## src/rtl/sd_dat_xfer_ctrl.sv

```systemverilog
// SD host data transfer sequencer: arms the DAT engine per block,
// throttles the card clock on FIFO flags, tracks CRC and timeouts.
module sd_dat_xfer_ctrl #(
    parameter int          TIMEOUT_W   = 16,
    parameter int unsigned TIMEOUT_CYC = 16'hFFFF,
    parameter int unsigned GAP_CYC     = 2
) (
    input  logic        clk,
    input  logic        reset_input,
    input  logic        start,
    input  logic        abort,
    input  logic        direction,
    input  logic        mode,
    input  logic [10:0] block_amount,
    input  logic        fifo_full,
    input  logic        fifo_empty,
    input  logic        fifo_ready,
    input  logic        blk_done,
    input  logic        crc_ok,
    input  logic        busy_release,
    output logic        new_trans,
    output logic        dat_direction,
    output logic        dat_mode,
    output logic        dat_fifo_en,
    output logic        card_clk_stop,
    output logic [10:0] blocks_left,
    output logic        busy,
    output logic        xfer_done,
    output logic        xfer_error,
    output logic [1:0]  err_code
);

    typedef enum logic [2:0] {
        IDLE, ARM, WAIT_FIFO, XFER, GAP, BUSY_WAIT, DONE, ERROR
    } state_t;

    localparam logic [TIMEOUT_W-1:0] TMO_LAST = TIMEOUT_W'(TIMEOUT_CYC - 1);
    localparam logic [TIMEOUT_W-1:0] GAP_LAST = TIMEOUT_W'(GAP_CYC - 1);

    state_t               state, state_nxt;
    logic [TIMEOUT_W-1:0] tcnt;
    logic [1:0]           code_nxt;
    logic                 fifo_stall, fifo_go, tmo_hit, accept, blk_ok;

    // The stall flag depends on which side of the FIFO the card feeds.
    assign fifo_stall = dat_direction ? fifo_empty : fifo_full;
    assign fifo_go    = fifo_ready && !fifo_stall;
    assign tmo_hit    = (tcnt == TMO_LAST);
    assign accept     = (state == IDLE) && start && (block_amount != '0);
    assign blk_ok     = blk_done && crc_ok;

    always_comb begin
        state_nxt = state;
        code_nxt  = err_code;
        unique case (state)
            IDLE: begin
                if (accept) begin
                    state_nxt = ARM;
                    code_nxt  = 2'd0;
                end else if (start) begin
                    state_nxt = ERROR;
                    code_nxt  = 2'd3;
                end
            end
            ARM:       state_nxt = WAIT_FIFO;
            WAIT_FIFO: if (fifo_go) state_nxt = XFER;
            XFER: begin
                if (blk_done && !crc_ok) begin
                    state_nxt = ERROR;
                    code_nxt  = 2'd1;
                end else if (blk_ok) begin
                    if (blocks_left == 11'd1)
                        state_nxt = dat_direction ? BUSY_WAIT : DONE;
                    else
                        state_nxt = GAP;
                end else if (!card_clk_stop && tmo_hit) begin
                    state_nxt = ERROR;
                    code_nxt  = 2'd2;
                end
            end
            GAP:       if (tcnt == GAP_LAST) state_nxt = WAIT_FIFO;
            BUSY_WAIT: begin
                if (busy_release) begin
                    state_nxt = DONE;
                end else if (tmo_hit) begin
                    state_nxt = ERROR;
                    code_nxt  = 2'd2;
                end
            end
            DONE:      state_nxt = IDLE;
            ERROR:     state_nxt = IDLE;
            default:   state_nxt = IDLE;
        endcase
        // Abort outranks any block completion or timeout in the same cycle.
        if (abort && !(state inside {IDLE, DONE, ERROR})) begin
            state_nxt = ERROR;
            code_nxt  = 2'd3;
        end
    end

    always_ff @(posedge clk or posedge reset_input) begin
        if (reset_input) begin
            state         <= IDLE;
            tcnt          <= '0;
            new_trans     <= 1'b0;
            dat_direction <= 1'b0;
            dat_mode      <= 1'b0;
            dat_fifo_en   <= 1'b0;
            card_clk_stop <= 1'b0;
            blocks_left   <= '0;
            busy          <= 1'b0;
            xfer_done     <= 1'b0;
            xfer_error    <= 1'b0;
            err_code      <= 2'd0;
        end else begin
            state         <= state_nxt;
            err_code      <= code_nxt;
            busy          <= (state_nxt != IDLE);
            new_trans     <= (state_nxt == XFER) && (state != XFER);
            dat_fifo_en   <= (state_nxt == XFER);
            card_clk_stop <= (state_nxt == XFER) && fifo_stall;
            xfer_done     <= (state_nxt == DONE);
            if (accept)
                xfer_error <= 1'b0;
            else if (state_nxt == ERROR)
                xfer_error <= 1'b1;
            if (state == ARM) begin
                dat_direction <= direction;
                dat_mode      <= mode;
                blocks_left   <= block_amount;
            end else if (state == XFER && blk_ok && state_nxt != ERROR) begin
                blocks_left <= blocks_left - 11'd1;
            end
            // One counter serves the gap length and both timeout windows.
            if (state_nxt != state)
                tcnt <= '0;
            else if (state == GAP || state == BUSY_WAIT ||
                     (state == XFER && !card_clk_stop))
                tcnt <= tcnt + TIMEOUT_W'(1);
        end
    end

endmodule
```

## config.mk

```make
export PLATFORM = sky130hd
export DESIGN_NAME = sd_dat_xfer_ctrl
export DESIGN_NICKNAME = d
export VERILOG_FILES = /design/src/rtl/sd_dat_xfer_ctrl.sv
export SDC_FILE = /design/constraint.sdc
export NUM_CORES = 1
export LEC_CHECK = 0
export CAP_MARGIN = 40
export CELL_PAD_IN_SITES_DETAIL_PLACEMENT = 0
export CELL_PAD_IN_SITES_GLOBAL_PLACEMENT = 1
export CORE_MARGIN = 8
export CORE_UTILIZATION = 36
export DETAILED_ROUTE_END_ITERATION = 10
export HOLD_SLACK_MARGIN = 0.05
export PLACE_DENSITY = 0.86
export RECOVER_POWER = 25
export SYNTH_ARGS = -nofsm -noshare
export SYNTH_HDL_FRONTEND = slang
export SYNTH_SLANG_ARGS = --single-unit
```

## constraint.sdc

```tcl
create_clock -name clk -period 2.16 [get_ports clk]
set_clock_uncertainty 0.1 [all_clocks]
set_input_delay 0.648 -clock clk [delete_from_list [all_inputs] [get_ports clk]]
set_output_delay 0.648 -clock clk [all_outputs]
set_load 0.03 [all_outputs]
```

==> results.json, run 1 <==
{
  "power_leakage_nw": 1.816,
  "path_buf_inv": 3,
  "fillers": 469,
  "cp.required_ps": 2270,
  "seq_area_frac_synth_pct": 42.11,
  "cts.sinks": 40,
  "post-route-period-util_pct": 117.5,
  "synth_fa_ha_area_share_pct": 2.632,
  "drcViolationCount": 0,
  "status": "finished with violations",
  "dr.pass1.iters": 4,
  "yosys_warnings": 0,
  "synth_xor_area_share_pct": 9.579,
  "synth_compound_area_share_pct": 14.11,
  "power_density_nw_per_um2": 1417,
  "cts-buffers-inserted": 5,
  "globalRouteTotalUtil_pct": 15.63,
  "drt_iter0_drc": 138,
  "tns_ps": -9418,
  "period_needed_ps": 2538,
  "crit_path_top_delay_cell": "dfrtp_1",
  "grt_pass1_vias": 2580,
  "grt_max_degree": 41,
  "die_area_sq_um": 9460,
  "io_pins": 44,
  "crit_family": "simple AND/OR/NAND/NOR gates",
  "peakVddDrop_v": 0.001094,
  "synthMuxAreaShare_pct": 3.263,
  "routabilityCongestion": 0.9065,
  "syn-num-nets": 279,
  "path_clk_slew_ps": 80,
  "insertion_delay_ps": 290,
  "critPathMaxStageDelay_ps": 410,
  "cap_violations": 0,
  "synthFlopType": "dfrtp_1",
  "cts_root_buf": "clkbuf_8",
  "crit_type": "reg2reg",
  "route.vias.total": 2556,
  "finalNetCount": 428,
  "clk_path_buf_depth": 2,
  "port-buffer-count": 43,
  "critPathArrivalTime_ps": 2650,
  "synth_cell_types": 54,
  "ys_ff_latch": 40,
  "syn_area_per_cell_sq_um": 9.471,
  "viasPerCell": 5.347,
  "critPathLaunchType": "register",
  "antenna-diode-count": 0,
  "die_h_um": 97.26,
  "initial_core_util_pct": 37.23,
  "wire_per_inst_um": 17.74,
  "worstHoldPathType": "reg2reg",
  "syn_to_final_growth_pct": 76.58,
  "worst_slack_ps": -377.6,
  "async_reset_ff_share_pct": 100.0,
  "maxSlewHeadroom_pct": 29.83,
  "htreeDepth": 2,
  "die_w_um": 97.26,
  "crit_chain": "nor4_1 > buf_4 > nand4_1 > o21ai_1 > nor4b_4 > buf_4 > xnor2_2 > nand3_2 > buf_12 > a211oi_2",
  "setup_viol_count_final": 34,
  "row_count": 29,
  "grt_pass1_wl_mm": 12.61,
  "synth-edff-count": 0,
  "violations": "setup timing",
  "grt_antenna_before_repair": 0,
  "synthSimpleGateAreaFrac_pct": 24.42,
  "synthCells": 251,
  "tritoncts": "yes",
  "rsz0062_at_grt": "true",
  "clock.fmax_ghz": 0.3941,
  "crit_top_cell": "buf_4",
  "worst_slew_pin_slew_ps": 1053,
  "postRouteAntennaNets": 0,
  "gr-total-overflow": 0,
  "synth_top_family_by_area": "simple AND/OR/NAND/NOR gates",
  "cp-end-kind": "register",
  "timing.final.hold_violations": 0,
  "synthesis.area_sq_um": 2377,
  "postCtsHoldBufs": 0,
  "final_max_slew_viol_count": 0,
  "dp_hpwl_mm": 5.103,
  "finalPower_w": 0.005948,
  "cp_max_fo": 8,
  "drive_gt1_share_pct": 46.88,
  "drt-total-wl_mm": 8.480,
  "core-area_sq_um": 6386
}
where the power goes:
group          total, W  switching (W)  internal, W  leakage, nW
clock network  0.000555       0.000263     0.000292       0.0515
logic           0.00421        0.00216      0.00204         1.27
registers       0.00119       0.000205     0.000983        0.494
stage by stage:
stage	instance area (sq um)	worst slack [ps]	instances	utilization (%)	hold slack, ps
after global placement	3487	-933.6	440	54.60	390.6
after CTS	3886	-254.2	468	60.85	427.7
final	4198	-377.6	478	65.73	424.3
after floorplan	2412	-277.3	251	-	427.2
after global routing	4198	-474.0	478	65.73	451.9
after detailed placement	3487	-948.5	440	54.60	405.6
cell usage after synthesis, types with 2 or more instances:
| master | instances | area, sq um |
|---|---|---|
| dfrtp_1 | 40 | 1001 |
| nand2_1 | 10 | 37.54 |
| a221oi_1 | 2 | 17.52 |
| nor3b_1 | 2 | 15.01 |
| clkbuf_1 | 2 | 7.510 |
| nand3_1 | 10 | 50.05 |
| mux2i_1 | 4 | 40.04 |
| nor2_1 | 43 | 161.4 |
| a21oi_1 | 13 | 65.06 |
| nor4b_1 | 2 | 17.52 |
| o2111ai_1 | 2 | 17.52 |
| nand2b_1 | 2 | 12.51 |
| buf_4 | 3 | 22.52 |
| nor3_1 | 7 | 35.03 |
| nand4_1 | 7 | 43.79 |
| buf_2 | 2 | 10.01 |
| inv_1 | 11 | 41.29 |
| ha_1 | 5 | 62.56 |
| o211ai_1 | 4 | 30.03 |
| nor4_1 | 8 | 50.05 |
| a31oi_1 | 2 | 12.51 |
| and3_1 | 4 | 25.02 |
| o21ai_0 | 7 | 35.03 |
| nor2b_1 | 2 | 12.51 |
| xnor2_1 | 7 | 61.31 |
| a211oi_1 | 2 | 15.01 |
| xor2_1 | 19 | 166.4 |
| or3_1 | 2 | 12.51 |
| mux2_2 | 2 | 22.52 |
registers in the layout (all words and copies together) (netlist names):
name / cells
dat_mode: 1
xfer_error: 1
tcnt: 16
blocks_left: 11
err_code: 2
dat_fifo_en: 1
xfer_done: 1
busy: 1
dat_direction: 1
state: 3
card_clk_stop: 1
new_trans: 1
path summary, 6_finish.rpt:
| kind | slack [ps] | from | cells past startpoint | to |
|---|---|---|---|---|
| min in group asynchronous | 1030 | reset_input | 3 | blocks_left[1] |
| max reg2reg | -380 | tcnt[10] | 10 | tcnt[1] |
| min reg2reg | 420 | err_code[1] | 2 | err_code[1] |
| min | 420 | err_code[1] | 2 | err_code[1] |
| max in group asynchronous | 220 | reset_input | 3 | state[1] |
| max | -380 | tcnt[10] | 10 | tcnt[1] |
logic make-up (layout without fill, tap and decap cells):
group,after synthesis,in the layout
AOI/OAI and AO/OA,45,46
xor gates and xnor gates,26,26
adders and majority gates,5,5
buffers and inverters,19,168
DFF,40,40
muxes,7,7
and+or+nand+nor,109,109
cell usage in the layout, fill, tap and decap left out, types with 3 or more instances in the layout:
| master | instances |
|---|---|
| xnor2_1 | 5 |
| mux2i_1 | 3 |
| o211ai_1 | 4 |
| dfrtp_1 | 35 |
| clkdlybuf4s15_1 | 3 |
| nor2_4 | 13 |
| o21ai_1 | 5 |
| and3_1 | 3 |
| nand3_1 | 9 |
| dlygate4sd2_1 | 25 |
| xor2_1 | 18 |
| nor4_4 | 3 |
| nand4_1 | 7 |
| clkbuf_8 | 7 |
| ha_4 | 3 |
| nor3_1 | 6 |
| buf_4 | 94 |
| clkdlybuf4s50_1 | 11 |
| nor4_1 | 4 |
| clkbuf_2 | 3 |
| nor2_1 | 29 |
| dfrtp_2 | 5 |
| nor4b_4 | 3 |
| inv_2 | 5 |
| nand2_1 | 9 |
| inv_1 | 5 |
| a21oi_1 | 13 |
| buf_6 | 9 |
worst reg2reg max path: cells and delay by family (launching register included):
family,cells,cell delay [ps]
AO/OA/AOI/OAI,2,490
flip-flops,1,410
XOR/XNOR,1,150
buffers and inverters,3,550
AND/OR/NAND/NOR,4,760
layout make-up:
class / instances / area (sq um) / area share (%)
Inverter: 11 / 43.79 / 1.043
Multi-Input combinational cell: 193 / 1703 / 40.57
Clock buffer: 8 / 100.1 / 2.384
Timing Repair Buffer: 149 / 1247 / 29.72
Tap cell: 77 / 96.34 / 2.295
Sequential cell: 40 / 1007 / 23.99
metal layers:
layer | GRT usage (%) | vias up | part of all wire, %
li1 | - | 1198 | -
met1 | 19.25 | 1258 | 42
met2 | 27.08 | 89 | 51
met3 | 3.058 | 11 | 5.8
met4 | 3.963 | 0 | 1.5
met5 | 0 | - | 0
repair_timing:
| item | in CTS | in global routing |
|---|---|---|
| gates cloned | 2 | 1 |
| buffers inserted | 19 | 9 |
| gates resized for setup | 75 | 61 |
| endpoints found under the setup margin | 49 | 36 |
| pin swaps | 22 | 27 |
(Power assumes the default switching activity.)
==> inputs of run 2 (changes only) <==
--- a/config.mk
+++ b/config.mk
@@ -9,11 +9,13 @@
 export CELL_PAD_IN_SITES_DETAIL_PLACEMENT = 0
 export CELL_PAD_IN_SITES_GLOBAL_PLACEMENT = 1
 export CORE_MARGIN = 8
-export CORE_UTILIZATION = 36
+export CORE_UTILIZATION = 37
+export CTS_BUF_LIST = sky130_fd_sc_hd__clkbuf_8
 export DETAILED_ROUTE_END_ITERATION = 10
 export HOLD_SLACK_MARGIN = 0.05
-export PLACE_DENSITY = 0.86
+export PLACE_DENSITY = 0.88
 export RECOVER_POWER = 25
+export SKIP_LAST_GASP = 1
 export SYNTH_ARGS = -nofsm -noshare
 export SYNTH_HDL_FRONTEND = slang
 export SYNTH_SLANG_ARGS = --single-unit
==> run 2 against run 1 <==
The run still ends with setup timing left. Register-to-register slack lost 50 ps. Global-route usage is 1.8 points higher. Utilization decreased by 0.18 points. Die area is 2.3% lower. Final cell count shrank 2.1%. Design area fell by 2.0%. Largest power group unchanged. Sequential power about the same.
==> results.json, run 2 (synthesized netlist as in run 1, its figures left out) <==
{
  "status": "finished with violations",
  "violations": "setup timing",
  "multi_input_area_sq_um": 1673,
  "seqPwrFrac_pct": 19.9,
  "port-buffer-count": 43,
  "globalRouteTotalUtil_pct": 17.43,
  "initial_core_util_pct": 37.87,
  "startpoint": "block_amount[2]",
  "regArea_sq_um": 1006,
  "power_density_nw_per_um2": 1432,
  "drcViolationCount": 0,
  "grt_pass1_vias": 2589,
  "dr.pass1.iters": 5,
  "finish.utilization_pct": 65.56,
  "die_w_um": 96.16,
  "power_leakage_nw": 1.800,
  "pwr-share-comb_pct": 69.3,
  "die_area_sq_um": 9246,
  "mostFrequentLayoutCells": "buf_4, dfrtp_1, nor2_1",
  "fillers": 468,
  "tns_ps": -11830,
  "rsz0062_at_grt": "true",
  "reg.largest.list": "tcnt (16), blocks_left (11), state (3)",
  "cp-endpoint": "tcnt[1]",
  "p_switching_w": 0.002652,
  "path_clk_slew_ps": 80,
  "clk_path_buf_depth": 2,
  "clock.fmax_ghz": 0.3825,
  "grt_max_degree": 41,
  "route.vias.total": 2528,
  "gr-total-overflow": 0,
  "p_int_w": 0.003243,
  "p_sw_share_pct": 44.98,
  "largest_reg_flops": 16,
  "drt_iter0_drc": 131,
  "cp.required_ps": 2270,
  "crit_path_top_delay_cell": "nor4_1",
  "reg2reg_to": "blocks_left[1]",
  "worst_slack_ps": -454.4,
  "r2r_cells": 8,
  "cts-buffers-inserted": 5,
  "grt_antenna_before_repair": 0,
  "postCtsHoldBufs": 0,
  "post-route-period-util_pct": 121.0,
  "reg2reg_slack_ps": -430,
  "wire_per_inst_um": 17.93,
  "row_count": 29,
  "finalNetCount": 418,
  "cts.sinks": 40,
  "final_max_slew_viol_count": 0,
  "antenna-diode-count": 0,
  "cap_violations": 0,
  "crit_type": "in2reg",
  "die_h_um": 96.16,
  "dp_hpwl_mm": 5.345,
  "peakVddDrop_v": 0.0006881,
  "core-area_sq_um": 6277,
  "final_common_cell": "buf_4",
  "finalPower_w": 0.005895,
  "cts_root_buf": "clkbuf_8",
  "critPathLaunchType": "input port",
  "critPathMaxStageDelay_ps": 270,
  "grt_pass1_wl_mm": 12.48,
  "cp-end-kind": "register",
  "crit_chain": "dlygate4sd2_1 > nor4_1 > and3_1 > a41oi_2 > buf_4 > buf_4 > nand2_1 > xnor2_2 > nand3_4 > buf_12 > a211oi_2",
  "hold_ws_ps": 417.5,
  "regMostFlops": "tcnt",
  "setup_viol_count_final": 34,
  "crit_top_cell": "buf_4",
  "worstHoldPathType": "reg2reg",
  "routabilityCongestion": 0.8537,
  "power.share.clock_pct": 10.8,
  "insertion_delay_ps": 310,
  "htreeDepth": 2,
  "drive_gt1_share_pct": 43.48,
  "drt-total-wl_mm": 8.390,
  "postRouteAntennaNets": 0,
  "viasPerCell": 5.402,
  "critPathArrivalTime_ps": 2730,
  "maxSlewHeadroom_pct": 32.85,
  "worst_slew_pin_slew_ps": 1007,
  "tritoncts": "yes",
  "r2r_start": "blocks_left[6]",
  "syn_to_final_growth_pct": 73.11,
  "cp_max_fo": 8,
  "io_pins": 44,
  "period_needed_ps": 2614,
  "timing.final.hold_violations": 0
}
run 2: changes by cell type in the layout (fill, tap and decap cells not counted), moves of 3 or more:
cell,change
buf_4,-9
dlygate4sd2_1,-4
dlymetal6s2s_1,+4
inv_1,+3
inv_2,-3
nor2_4,+3
o21ai_0,+4
o21ai_1,-4
run 2: worst min path at each step:
| stage | start | endpoint | slack, ps | depth (start not counted) |
|---|---|---|---|---|
| after floorplan | tcnt[15] | tcnt[15] | 430 | 2 |
| after CTS | dat_mode | dat_mode | 420 | 1 |
| after detailed placement | dat_mode | dat_mode | 410 | 1 |
| after global routing | dat_mode | dat_mode | 440 | 1 |
| after global placement | err_code[1] | err_code[1] | 390 | 2 |
| final | dat_mode | dat_mode | 420 | 1 |
run 2: power groups by stage:
stage	logic [W]	registers (W)	clock network, W
6_report	0.00408	0.00117	0.000638
3_3_place_gp	0.00298	0.00114	0
5_1_grt	0.00432	0.00120	0.000681
4_1_cts	0.00350	0.00115	0.000641
2_1_floorplan	0.00129	0.00151	0
3_5_place_dp	0.00304	0.00115	0
run 2: metrics by stage:
stage	cells	cell area (sq um)	worst slack, ps
2_1_floorplan	251	2412	-277.3
5_1_grt	468	4115	-576.8
3_3_place_gp	447	3540	-888.9
4_1_cts	465	3841	-354.3
3_5_place_dp	447	3540	-929.4
6_report	468	4115	-454.4
run 2: area by class of cell:
type | count | area share [%]
multi-input combinational | 193 | 40.65
sequential | 40 | 24.44
inverter | 11 | 1.064
clock buffer | 5 | 1.672
clock inverter | 3 | 1.034
timing repair buffer | 139 | 28.79
tap | 77 | 2.341
run 2: worst max-delay path: cells and delay by family:
family,cells,cell delay [ps]
compound gates,2,320
xor+xnor,1,160
buf+inv,4,760
simple gates,4,840
run 2: routing by layer:
layer | vias up | part of all wire (%) | GRT usage (%) | routed length [um]
met5 | - | 0 | 0 | 0
met4 | 0 | 3.2 | 8.067 | 265
met3 | 24 | 4.9 | 2.496 | 407
met2 | 88 | 52 | 30.08 | 4327
met1 | 1228 | 40 | 20.84 | 3388
li1 | 1188 | - | - | -
run 2: what timing repair did:
item	in CTS	in global routing
cloned	2	0
pin swaps	24	43
gates resized for setup	52	67
endpoints found under the setup margin	50	36
setup buffers	8	4
==> inputs of run 3 (changes only) <==
--- a/config.mk
+++ b/config.mk
@@ -11,6 +11,7 @@
 export CORE_MARGIN = 8
 export CORE_UTILIZATION = 37
 export CTS_BUF_LIST = sky130_fd_sc_hd__clkbuf_8
+export CTS_CLUSTER_SIZE = 28
 export DETAILED_ROUTE_END_ITERATION = 10
 export HOLD_SLACK_MARGIN = 0.05
 export PLACE_DENSITY = 0.88
==> results of run 3 <==
No change in the layout: final DEF, timing and power equal those of run 2.
==> patch, RTL diff (flow settings as in run 1) <==
Set the parameter `TIMEOUT_W` to 24 (it was 16).
--- a/src/rtl/sd_dat_xfer_ctrl.sv
+++ b/src/rtl/sd_dat_xfer_ctrl.sv
@@ -1,7 +1,7 @@
 // SD host data transfer sequencer: arms the DAT engine per block,
 // throttles the card clock on FIFO flags, tracks CRC and timeouts.
 module sd_dat_xfer_ctrl #(
-    parameter int          TIMEOUT_W   = 16,
+    parameter int          TIMEOUT_W   = 24,
     parameter int unsigned TIMEOUT_CYC = 16'hFFFF,
     parameter int unsigned GAP_CYC     = 2
 ) (
Function: same outputs for any inputs over 10 cycles, from zero or initial values and one cycle with reset_input high; that may be too few to reach the edited logic, so the function may still have changed.
==> patch against run 1 <==
  * Final cell count increased by 17%
  * Critical path type unchanged
  * Highest routed layer unchanged
  * Sequential cell count increased by 8
  * Non-clock buffer count increased by 3
  * Total power increased by 7.7%
  * Routed wire length increased by 13%
  * The flow still finishes with violations (negative setup slack)
  * Final area increased by 16%
  * Sequential power increased by 8%
  * Area after synthesis increased by 25%
  * Setup slack improved by 71 ps
==> patch: results (changes against run 1) <==
outcome:
  status: "finished, violations left"  # unchanged
  violations: "negative setup slack"  # unchanged
cells_and_area:
  fillerInstances: 656  # was 469
  fin_util_pct: 59.9  # was 65.7%
  fin_cells: 557  # was 478
  nets: 479  # was 428
  top_regs: "tcnt (24), blocks_left (11), state (3)"  # was tcnt (16), blocks_left (11), state (3)
  drive_gt1_share_pct: 44.6  # was 46.9%
placement:
  place_ws_ps: -855  # was -949 ps
  dpl_cell_area_um2: 4190  # was 3490 um2
  dp_hpwl_um: 6560  # was 5100 um
  dp.cells: 528  # was 440
pwr:
  p_leak_nw: 2.12  # was 1.82 nW
logic_synthesis:
  synth-seq-area-share_pct: 40.3  # was 42.1%
  yosys-top-cells-area: "dfrtp_1 40%, nor3_2 7.0%, xor2_1 5.9%"  # was dfrtp_1 42%, xor2_1 7.0%, nor2_1 6.8%
  synth_nets: 332  # was 279
detailed_routing:
  num_vias: 2975  # was 2556
  drt-wirelength-per-cell_um: 17.3  # was 17.7 um
  drtIter0Drc: 80  # was 138
cts:
  cts.sinks: 48  # was 40
  cts_setup_buffers: 13  # was 19
  cts.repair.resized: 114  # was 75
global_routing:
  antenna_found_initial: 1  # was 0
  grt_max_degree: 49  # was 41
  grt_usage_pct: 16.5  # was 15.6%
timing:
  setup_viol: 42  # was 34
  setup_tns_ps: -8800  # was -9420 ps
  fin_ws_ps: -307  # was -378 ps
[patch: cell families (layout without fill, tap and decap cells)]
| family | after synthesis | in the layout | share of synthesized area (%) |
|---|---|---|---|
| XOR/XNOR | 31 | 31 | 9.73 |
| AND/OR/NAND/NOR | 151 | 151 | 32.5 |
| multiplexers | 3 | 3 | 1.05 |
| buffers and inverters | 20 | 167 | 3.44 |
| AO/OA/AOI/OAI | 46 | 46 | 10.9 |
| other | 0 | 1 | 0 |
| flip-flops | 48 | 48 | 40.3 |
| adder cells (fa/ha/maj) | 5 | 5 | 2.10 |
[patch: tightest hold or removal path, stage by stage, from the launching register on]
cell     delay, ps
dfrtp_1        360
nand2_1         50
nand2_1         50
[patch: area by class of cell]
cell class,count,share of cell area (%)
timing repair buffer,152,27.6
inverter,8,0.616
sequential,48,24.7
multi-input combinational,236,41.7
tap,105,2.70
clock buffer,5,1.41
clock inverter,2,1.23
antenna,1,0.0513
[patch: per-layer routing]
layer / global-route usage, % / part of all wire, % / vias up / wire length (um)
li1: - / - / 1403 / -
met2: 31.0 / 54 / 85 / 5190
met3: 4.08 / 5.1 / 22 / 487
met4: 5.93 / 2.7 / 0 / 263
met5: 0 / 0 / - / 0
met1: 17.1 / 38 / 1465 / 3670
[patch: power breakdown]
part           internal, mW  switching [mW]
Clock                 0.456           0.302
Combinational          1.99            2.36
Sequential             1.12           0.179
Total                  3.56            2.84
[patch: worst paths after layout]
| check | from | to | cells past startpoint | slack (ps) |
|---|---|---|---|---|
| max | state[0] | tcnt[14] | 9 | -310 |
| min | dat_mode | dat_mode | 2 | 390 |
| max reg2reg | state[0] | tcnt[14] | 9 | -310 |
| min reg2reg | dat_mode | dat_mode | 2 | 390 |
| max in group asynchronous | reset_input | state[1] | 3 | 220 |
| min in group asynchronous | reset_input | blocks_left[9] | 3 | 920 |
